`src/rtl/uart_burst_loopback_if.sv`:
```
// Handshake bundle for uart_burst_loopback: UART tx/rx strobes, readback stream and status.
// master is the burst engine's view; slave is the surrounding UART/consumer view.
interface uart_burst_loopback_if #(
   parameter int unsigned DATA_W = 8
) ();
   logic              start;
   logic              tx_en;
   logic [DATA_W-1:0] tx_data;
   logic              tx_busy;
   logic              rx_done;
   logic [DATA_W-1:0] rx_data;
   logic              rd_valid;
   logic              rd_ready;
   logic [DATA_W-1:0] rd_data;
   logic              busy;
   logic              done;
   logic              ovf;
   logic [15:0]       err_cnt;

   modport master (
      input  start, tx_busy, rx_done, rx_data, rd_ready,
      output tx_en, tx_data, rd_valid, rd_data, busy, done, ovf, err_cnt
   );

   modport slave (
      output start, tx_busy, rx_done, rx_data, rd_ready,
      input  tx_en, tx_data, rd_valid, rd_data, busy, done, ovf, err_cnt
   );
endinterface

```
`src/rtl/uart_burst_loopback.sv`:
```
// Sends a pattern burst through a UART, buffers the looped-back words and streams them out.
// Define UART_BURST_CHECK_EN to compile the readback checker that drives err_cnt.
module uart_burst_loopback #(
   parameter int unsigned DATA_W     = 8,
   parameter int unsigned BURST_LEN  = 256,
   parameter int unsigned FIFO_DEPTH = 256,
   parameter int unsigned PAT_START  = 0,
   parameter int unsigned PAT_STEP   = 1
) (
   input logic                   sys_clk,
   input logic                   sys_rst_n,
   uart_burst_loopback_if.master bus
);
   localparam int unsigned AW = $clog2(FIFO_DEPTH);
   localparam int unsigned CW = AW + 1;
   localparam logic [DATA_W-1:0] START_W  = DATA_W'(PAT_START);
   localparam logic [DATA_W-1:0] STEP_W   = DATA_W'(PAT_STEP);
   localparam logic [CW-1:0]     LAST_CNT = CW'(BURST_LEN);

   typedef enum logic [2:0] {
      StIdle, StLoad, StSend, StWaitBusy, StWaitFree, StWaitRx, StDrain, StFin
   } state_e;

   state_e            state_q, state_d;
   logic [CW-1:0]     tx_cnt_q, rx_cnt_q, rd_cnt_q;
   logic [CW-1:0]     rx_cnt_d, rd_cnt_d;
   logic [CW-1:0]     wr_ptr_q, rd_ptr_q;
   logic [DATA_W-1:0] pattern_q, tx_data_q;
   logic [DATA_W-1:0] mem_q [FIFO_DEPTH];
   logic              ovf_q;
   logic              fifo_full, fifo_empty, wr_en, rd_en, tx_step, tx_last, burst_go;
   logic [DATA_W-1:0] fifo_head;

   // Extra pointer MSB separates full from empty when the low bits match.
   assign fifo_empty = (wr_ptr_q == rd_ptr_q);
   assign fifo_full  = (wr_ptr_q[AW] != rd_ptr_q[AW]) &&
                       (wr_ptr_q[AW-1:0] == rd_ptr_q[AW-1:0]);
   assign fifo_head  = mem_q[rd_ptr_q[AW-1:0]];

   assign burst_go = (state_q == StIdle) && bus.start;
   assign wr_en    = bus.rx_done && (state_q != StIdle) && (state_q != StFin) &&
                     (rx_cnt_q < LAST_CNT) && !fifo_full;
   assign rd_en    = (state_q == StDrain) && !fifo_empty && bus.rd_ready;
   assign tx_step  = (state_q == StWaitFree) && !bus.tx_busy;
   assign tx_last  = (tx_cnt_q + CW'(1)) >= LAST_CNT;
   assign rx_cnt_d = rx_cnt_q + CW'(wr_en);
   assign rd_cnt_d = rd_cnt_q + CW'(rd_en);

   always_ff @(posedge sys_clk) begin
      if (!sys_rst_n) state_q <= StIdle;
      else            state_q <= state_d;
   end

   always_comb begin
      state_d = state_q;
      case (state_q)
         StIdle:     if (bus.start) state_d = StLoad;
         StLoad:     state_d = StSend;
         StSend:     state_d = StWaitBusy;
         StWaitBusy: if (bus.tx_busy) state_d = StWaitFree;
         StWaitFree: if (!bus.tx_busy) state_d = tx_last ? StWaitRx : StLoad;
         StWaitRx:   if (rx_cnt_d == LAST_CNT) state_d = StDrain;
         StDrain:    if (rd_cnt_d == LAST_CNT) state_d = StFin;
         StFin:      state_d = StIdle;
         default:    state_d = StIdle;
      endcase
   end

   always_comb begin
      bus.tx_en    = 1'b0;
      bus.rd_valid = 1'b0;
      bus.busy     = 1'b1;
      bus.done     = 1'b0;
      case (state_q)
         StIdle:  bus.busy     = 1'b0;
         StSend:  bus.tx_en    = 1'b1;
         StDrain: bus.rd_valid = !fifo_empty;
         StFin:   bus.done     = 1'b1;
         default: ;
      endcase
   end

   assign bus.rd_data = bus.rd_valid ? fifo_head : '0;
   assign bus.tx_data = tx_data_q;
   assign bus.ovf     = ovf_q;

   always_ff @(posedge sys_clk) begin
      if (!sys_rst_n) begin
         tx_cnt_q  <= '0;
         rx_cnt_q  <= '0;
         rd_cnt_q  <= '0;
         wr_ptr_q  <= '0;
         rd_ptr_q  <= '0;
         pattern_q <= START_W;
         tx_data_q <= '0;
         ovf_q     <= 1'b0;
      end else begin
         if (burst_go) begin
            tx_cnt_q  <= '0;
            rx_cnt_q  <= '0;
            rd_cnt_q  <= '0;
            wr_ptr_q  <= '0;
            rd_ptr_q  <= '0;
            pattern_q <= START_W;
            ovf_q     <= 1'b0;
         end else begin
            if (state_q == StLoad) tx_data_q <= pattern_q;
            if (tx_step) begin
               tx_cnt_q  <= tx_cnt_q + CW'(1);
               pattern_q <= pattern_q + STEP_W;
            end
            rx_cnt_q <= rx_cnt_d;
            rd_cnt_q <= rd_cnt_d;
            if (wr_en) wr_ptr_q <= wr_ptr_q + CW'(1);
            if (rd_en) rd_ptr_q <= rd_ptr_q + CW'(1);
         end
         // A word that could not be stored marks the burst, even on the start cycle.
         if (bus.rx_done && !wr_en) ovf_q <= 1'b1;
      end
   end

   always_ff @(posedge sys_clk) begin
      if (sys_rst_n && wr_en) mem_q[wr_ptr_q[AW-1:0]] <= bus.rx_data;
   end

`ifdef UART_BURST_CHECK_EN
   logic [DATA_W-1:0] expected_q;
   logic [15:0]       err_cnt_q;

   always_ff @(posedge sys_clk) begin
      if (!sys_rst_n) begin
         expected_q <= START_W;
         err_cnt_q  <= '0;
      end else if (burst_go) begin
         expected_q <= START_W;
         err_cnt_q  <= '0;
      end else begin
         if (state_q == StWaitRx && state_d == StDrain) expected_q <= START_W;
         if (rd_en) begin
            expected_q <= expected_q + STEP_W;
            if (fifo_head != expected_q && err_cnt_q != 16'hFFFF) err_cnt_q <= err_cnt_q + 16'd1;
         end
      end
   end

   assign bus.err_cnt = err_cnt_q;
`else
   assign bus.err_cnt = 16'h0000;
`endif
endmodule

```
`src/flat_wrapper.sv`:
```
// flat-port wrapper written by rule: the top's interface ports become plain ports
module uart_burst_loopback_flat 
#(
   parameter int unsigned DATA_W     = 8,
   parameter int unsigned BURST_LEN  = 256,
   parameter int unsigned FIFO_DEPTH = 256,
   parameter int unsigned PAT_START  = 0,
   parameter int unsigned PAT_STEP   = 1
)
  (sys_clk, sys_rst_n, bus_start, bus_tx_busy, bus_rx_done, bus_rx_data, bus_rd_ready, bus_tx_en, bus_tx_data, bus_rd_valid, bus_rd_data, bus_busy, bus_done, bus_ovf, bus_err_cnt);
  uart_burst_loopback_if #(.DATA_W(DATA_W)) bus_i ();
  input logic sys_clk;
  input logic sys_rst_n;
  input wire logic [$bits(bus_i.start)-1:0] bus_start;
  input wire logic [$bits(bus_i.tx_busy)-1:0] bus_tx_busy;
  input wire logic [$bits(bus_i.rx_done)-1:0] bus_rx_done;
  input wire logic [$bits(bus_i.rx_data)-1:0] bus_rx_data;
  input wire logic [$bits(bus_i.rd_ready)-1:0] bus_rd_ready;
  output wire logic [$bits(bus_i.tx_en)-1:0] bus_tx_en;
  output wire logic [$bits(bus_i.tx_data)-1:0] bus_tx_data;
  output wire logic [$bits(bus_i.rd_valid)-1:0] bus_rd_valid;
  output wire logic [$bits(bus_i.rd_data)-1:0] bus_rd_data;
  output wire logic [$bits(bus_i.busy)-1:0] bus_busy;
  output wire logic [$bits(bus_i.done)-1:0] bus_done;
  output wire logic [$bits(bus_i.ovf)-1:0] bus_ovf;
  output wire logic [$bits(bus_i.err_cnt)-1:0] bus_err_cnt;
  assign bus_i.start = bus_start;
  assign bus_i.tx_busy = bus_tx_busy;
  assign bus_i.rx_done = bus_rx_done;
  assign bus_i.rx_data = bus_rx_data;
  assign bus_i.rd_ready = bus_rd_ready;
  assign bus_tx_en = bus_i.tx_en;
  assign bus_tx_data = bus_i.tx_data;
  assign bus_rd_valid = bus_i.rd_valid;
  assign bus_rd_data = bus_i.rd_data;
  assign bus_busy = bus_i.busy;
  assign bus_done = bus_i.done;
  assign bus_ovf = bus_i.ovf;
  assign bus_err_cnt = bus_i.err_cnt;
  uart_burst_loopback #(.DATA_W(DATA_W), .BURST_LEN(BURST_LEN), .FIFO_DEPTH(FIFO_DEPTH), .PAT_START(PAT_START), .PAT_STEP(PAT_STEP)) u_core (.sys_clk(sys_clk), .sys_rst_n(sys_rst_n), .bus(bus_i));
endmodule
```
`config.mk`:
```
export PLATFORM = sky130hd
export DESIGN_NAME = uart_burst_loopback_flat
export DESIGN_NICKNAME = d
export VERILOG_FILES = /design/src/rtl/uart_burst_loopback_if.sv /design/src/rtl/uart_burst_loopback.sv /design/src/flat_wrapper.sv
export SDC_FILE = /design/constraint.sdc
export NUM_CORES = 2
export LEC_CHECK = 0
export CORE_ASPECT_RATIO = 1.25
export CORE_MARGIN = 2
export CORE_UTILIZATION = 40
export DETAILED_ROUTE_END_ITERATION = 8
export GPL_TIMING_DRIVEN = 1
export PLACE_DENSITY = 0.62
export SLEW_MARGIN = 0
export SYNTH_ARGS = -nofsm -noshare
export SYNTH_HDL_FRONTEND = slang
export SYNTH_SLANG_ARGS = --single-unit
```
`constraint.sdc`:
```
create_clock -name sys_clk -period 4.9 [get_ports sys_clk]
set_clock_uncertainty 0.15 [all_clocks]
set_input_delay 0.98 -clock sys_clk [delete_from_list [all_inputs] [get_ports sys_clk]]
set_output_delay 0.98 -clock sys_clk [all_outputs]
set_load 0.01 [all_outputs]
```
==> Yosys cells after proc, flatten, opt, wreduce, memory -nomap -nowiden <==
Memories as Yosys holds them, arrays and structs flattened. A register that Yosys moved wholly into a read port is not among the register bits.
Cells that the tools add are included.
W data, S select, Z words.
{ "word_totals": {"mem_bits_rw": 2048, "wordCells": 77, "input_bits": 14, "out_inout_bits": 37, "register_bits": 65, "n_memories": 1} }
{ "op_classes": {"n_lt_le_gt_ge": 2, "eq_ne": 18, "n_bitwise": 2, "addsub": 6, "mux": 18, "reduce_logical": 21} }
{ "memory_table": {"columns": ["memory", "depth", "width", "read_ports", "rd_ports_with_merged_regs", "write_ports", "line", "source"], "rows": [
  ["u_core.mem_q", 256, 8, 1, 1, 1, "uart_burst_loopback.sv:29", "logic [DATA_W-1:0] mem_q [FIFO_DEPTH];"]
]} }
{ "ops": {"columns": ["cell", "n"], "rows": [
  ["$add A9 B1 Y9 const B", 3],
  ["$mux W8", 3],
  ["$pmux W3 S8", 1],
  ["$add A9 B1 Y9", 2],
  ["$eq A9 B9 Y1 const B", 2],
  ["$mux W3", 6],
  ["$eq A3 B3 Y1 const B", 4],
  ["$logic_and A1 B1 Y1", 11],
  ["$eq A9 B9 Y1", 1],
  ["$ge A9 B9 Y1 const B", 1],
  ["$lt A9 B9 Y1 const B", 1],
  ["$add A8 B1 Y8 const B", 1],
  ["$eq A8 B8 Y1", 1],
  ["$mux W1", 8],
  ["$ne A2 B2 Y1 const B", 4],
  ["$eq A3 B2 Y1 const B", 2],
  ["$reduce_and A5 Y1", 1],
  ["$logic_not A1 Y1", 4],
  ["$eq A3 B1 Y1 const B", 1],
  ["$logic_not A3 Y1", 1],
  ["$ne A3 B3 Y1 const B", 1],
  ["$reduce_bool A3 Y1", 1],
  ["$ne A2 B1 Y1 const B", 1],
  ["$not A1 Y1", 2],
  ["4 further kinds", 4]
]} }

==> Depth between registers and ports, before layout <==
{ "logic_depth": {"ltp_word": 9, "mapped_depth": 15, "ltp_nobuf": 13} }

==> Least setup slack after synthesis <==
No wires, ideal clock.
{ "synth_timing": {"path_type": "flip-flop to output port", "start": "reg (tool-made name)", "end": "out bus_rd_data[6]", "path_buffers": 4, "t_required_ns": 3.770, "setup_slack_ns": 1.607, "stages_incl_launch_ff": 10, "arrival_time_ns": 2.163, "cell_sequence": "dfxtp_1 -> buf_2 -> buf_4 -> buf_2 -> buf_1 -> mux4_2 -> a2111oi_0 -> o21ai_0 -> nand4_1 -> o41ai_2"} }
{ "synth_rtl": {"columns": ["element", "line", "source"], "rows": [
  ["end: declaration", "flat_wrapper.sv:22", "output wire logic [$bits(bus_i.rd_data)-1:0] bus_rd_data;"]
]} }

==> impl_metrics.py <==
metrics = {
    "outcome": {
        "status": "finished with violations",
        "violations": "negative setup slack",
    },
    "worst_setup_path": {
        "path_buf_inv": 7,
        "path_cells": "buf_12 > buf_16 > buf_12 > buf_16 > buf_8 > mux4_2 > mux4_2 > nor2_4 > buf_6 > nor3_2 > a32o_2 > buf_6",
        "cp.depth": 12,
        "required_ps": 3770,
        "critPathMaxFanout": 8,
        "critPathKind": "flop to output pin",
        "rr_worst_depth": 14,
        "rr_startpoint": "u_core.wr_ptr_q[5]",
        "arrival_ps": 3820,
        "max_stage_delay_ps": 540,
        "crit_family": "multiplexers",
        "start_kind": "flop",
        "cp_slowest_cell": "mux4_2",
        "endpoint_kind": "output pin",
    },
    "clocking": {
        "clock_latency_ps": 840,
        "cts_max_level": 4,
        "postCtsHoldBufs": 0,
        "cts.path.max_buffers": 3,
        "cts_tree": "done",
        "path_clk_slew_ps": 60,
        "cts_root_buf": "clkbuf_16",
        "cts_buffers": 195,
        "clock_sinks": 2121,
    },
    "drt": {
        "firstDrtPassIters": 6,
        "vias": 43774,
        "drt_wl_total_um": 223300,
        "drt_iter0_markers": 4970,
        "wire_per_inst_um": 29.28,
        "drc": 0,
        "postRouteAntennaNets": 0,
        "via_per_inst": 5.742,
    },
    "global_routing": {
        "grt_pass1_vias": 44311,
        "grt_pass1_wl_um": 319500,
        "grt_max_degree": 143,
        "antenna_found_initial": 8,
        "grt-ovfl-total": 0,
        "track_usage_pct": 20.90,
    },
    "die": {
        "die_y_um": 514.2,
        "die-width_um": 412.1,
        "dieArea_um2": 211900,
        "initial_core_util_pct": 40.18,
        "fp-row-count": 187,
        "coreArea_um2": 207300,
        "io_pins": 51,
    },
    "synth": {
        "async_flop_share_pct": 0,
        "synth_cell_types": 64,
        "syn_inst": 4204,
        "yosys_warnings": 0,
        "ys_seq_elements": 2121,
        "synth-edff-count": 2048,
        "syn_area_um2": 83280,
        "synth_ff_type": "edfxtp_1",
        "ys_seq_area_share_pct": 75.60,
        "syn_avg_cell_area_um2": 19.81,
    },
    "pwr": {
        "p_per_area_nw_per_um2": 362.3,
        "p_sw_uw": 7108,
        "ir_drop_v": 0.0003195,
        "sw_frac_of_total_pct": 19.99,
        "combPwrFrac_pct": 1.4,
        "p_leak_uw": 0.03013,
        "seq_power_share_pct": 55.9,
        "p_int_uw": 28450,
        "finalPower_uw": 35560,
        "pwr-share-clk_pct": 42.7,
    },
    "timing": {
        "final.setup.worst_slack_ps": -51.98,
        "layout_min_cycle_time_ps": 4952,
        "hold_slack_ps": 337.6,
        "drv_slew": 0,
        "rsz0062_at_grt": "true",
        "worst_pin_slew_ps": 1127,
        "slew_headroom_pct": 24.87,
        "min_period_over_period_pct": 101.1,
        "finalSetupTns_ps": -51.98,
        "setup-violations-final": 1,
        "finalHoldViolCount": 0,
        "max_freq_mhz": 201.9,
    },
    "finish": {
        "fin_nets": 4740,
        "finalCoreUtilization_pct": 47.34,
        "design_area_um2": 98150,
        "syn_to_final_growth_pct": 17.84,
        "drive_above_1_share_pct": 28.89,
    },
    "placed_design": {
        "gp_congestion": 0.8431,
        "dpl.hpwl_um": 137600,
        "port_buffers": 34,
        "dpl_cell_area_um2": 89260,
    },
    "worst_hold_path": {
        "hp-class": "flop to flop",
        "hold_depth": 2,
        "hp-start": "u_core.tx_cnt_q[7]",
    },
    "run": {
        "maxCapViolations": 0,
    },
}
## layout make-up
cell class                      instances  area (µm²)
Antenna cell                            3       7.507
Clock buffer                          239        5245
Clock inverter                        124        1102
Fill cell                           17108      109200
Inverter                               14       58.81
Multi-Input combinational cell       1817       19410
Sequential cell                      2121       62980
Tap cell                             2740        3428
Timing Repair Buffer                  566        5921
## per-layer routing
| metal | vias up | wire [µm] | global-route usage, % |
|---|---|---|---|
| met4 | 6 | 10240 | 8.609 |
| met3 | 416 | 16610 | 3.748 |
| met1 | 23206 | 86100 | 27.28 |
| li1 | 18277 | - | - |
| met5 | - | 36 | 0 |
| met2 | 1869 | 110300 | 34.55 |
## power by group through the flow
stage / clock [µW] / combinational, µW / sequential (µW)
6_report: 15200 / 498 / 19900
4_1_cts: 15400 / 507 / 19900
3_3_place_gp: 0 / 482 / 20300
3_5_place_dp: 0 / 504 / 20300
2_1_floorplan: 0 / 109 / 20300
5_1_grt: 16100 / 536 / 19900
## cell usage in the layout (no fill, tap or decap), drive strengths merged, types with 9 or more instances in the layout
cell	instances
o21ai	52
or3	15
nand4	24
nand3	65
clkdlybuf4s50	18
o22ai	64
a22oi	60
nor4	12
buf	530
a21oi	66
a31oi	17
mux2i	249
and3	15
clkinv	95
ha	11
edfxtp	2048
nor2b	9
xor2	30
conb	16
xnor2	20
clkbuf	251
nand2	108
inv	17
bufinv	17
dfxtp	73
nor2	350
clkinvlp	9
nor3	44
mux4	426
o221ai	88
## cells by family after synthesis
logic type	share of synthesized area [%]
simple gates	3.567
xor+xnor	0.5258
mux	14.58
other cells	0.004503
flops	75.60
compound gates	3.239
buf+inv	2.327
fa+ha+maj	0.1653
## state kept, by name, indices dropped and copies added, names as in the netlist, named ones only
name / count
u_core.mem_q: 2048
u_core.rd_cnt_q: 9
u_core.rd_ptr_q: 9
u_core.wr_ptr_q: 9
u_core.bus.ovf: 1
u_core.pattern_q: 8
u_core.tx_cnt_q: 9
u_core.bus.tx_data: 8
u_core.state_q: 3
u_core.rx_cnt_q: 9
## worst reg2reg max path, stage by stage, from the launching register on
cell and delay, ps:
dfxtp_1 480, xor2_1 130, nor4_2 470, buf_4 200, nand2_1 50, o21ai_1 730
inv_1 350, ha_1 320, ha_1 260, nand3_1 180, nor2_1 90, mux2_2 280
nand3_1 90, nor2_1 50, o31a_1 260
## synth_stat cells (13+ instances only)
| master | instances | area [µm²] |
|---|---|---|
| a31oi_1 | 17 | 106.4 |
| buf_8 | 24 | 360.4 |
| or3_1 | 15 | 93.84 |
| buf_2 | 73 | 365.4 |
| xor2_1 | 30 | 262.8 |
| nor3_1 | 44 | 220.2 |
| buf_12 | 15 | 300.3 |
| buf_6 | 24 | 270.3 |
| mux4_2 | 418 | 9414 |
| edfxtp_1 | 2048 | 61500 |
| a22oi_1 | 60 | 450.4 |
| clkbuf_1 | 97 | 364.1 |
| nand4_1 | 24 | 150.1 |
| dfxtp_1 | 73 | 1461 |
| o22ai_1 | 64 | 400.4 |
| inv_1 | 13 | 48.80 |
| nand3_1 | 64 | 320.3 |
| nand2_1 | 108 | 405.4 |
| buf_4 | 25 | 187.7 |
| nor2_1 | 350 | 1314 |
| o221ai_1 | 86 | 753.2 |
| a21oi_1 | 66 | 330.3 |
| xnor2_1 | 20 | 175.2 |
| o21ai_0 | 47 | 235.2 |
| mux2i_1 | 249 | 2492 |
| and3_1 | 15 | 93.84 |
## stage by stage
stage / worst slack [ps] / instances
6_report: -51.98 / 7624
5_1_grt: -135.8 / 7622
4_1_cts: -123.5 / 7616
3_5_place_dp: -337.0 / 7158
3_3_place_gp: -350.1 / 7158
2_1_floorplan: 1607 / 4219
## worst paths after layout
| path | end | slack, ps |
|---|---|---|
| hold reg to reg | u_core.tx_cnt_q[7] | 340 |
| setup / recovery | bus_rd_data[1] | -50 |
| setup reg to reg | u_core.state_q[1] | 680 |
| hold / removal | u_core.tx_cnt_q[7] | 340 |
## timing repair
item / CTS / global route
hold endpoints to repair: 0 / 0
setup endpoints to repair: 8 / 8
pin swaps: 41 / 31
buffers inserted: 81 / 6
cloned: 20 / 4
gates resized for setup: 251 / 53
Note: power is estimated with default switching activity, not from simulation.
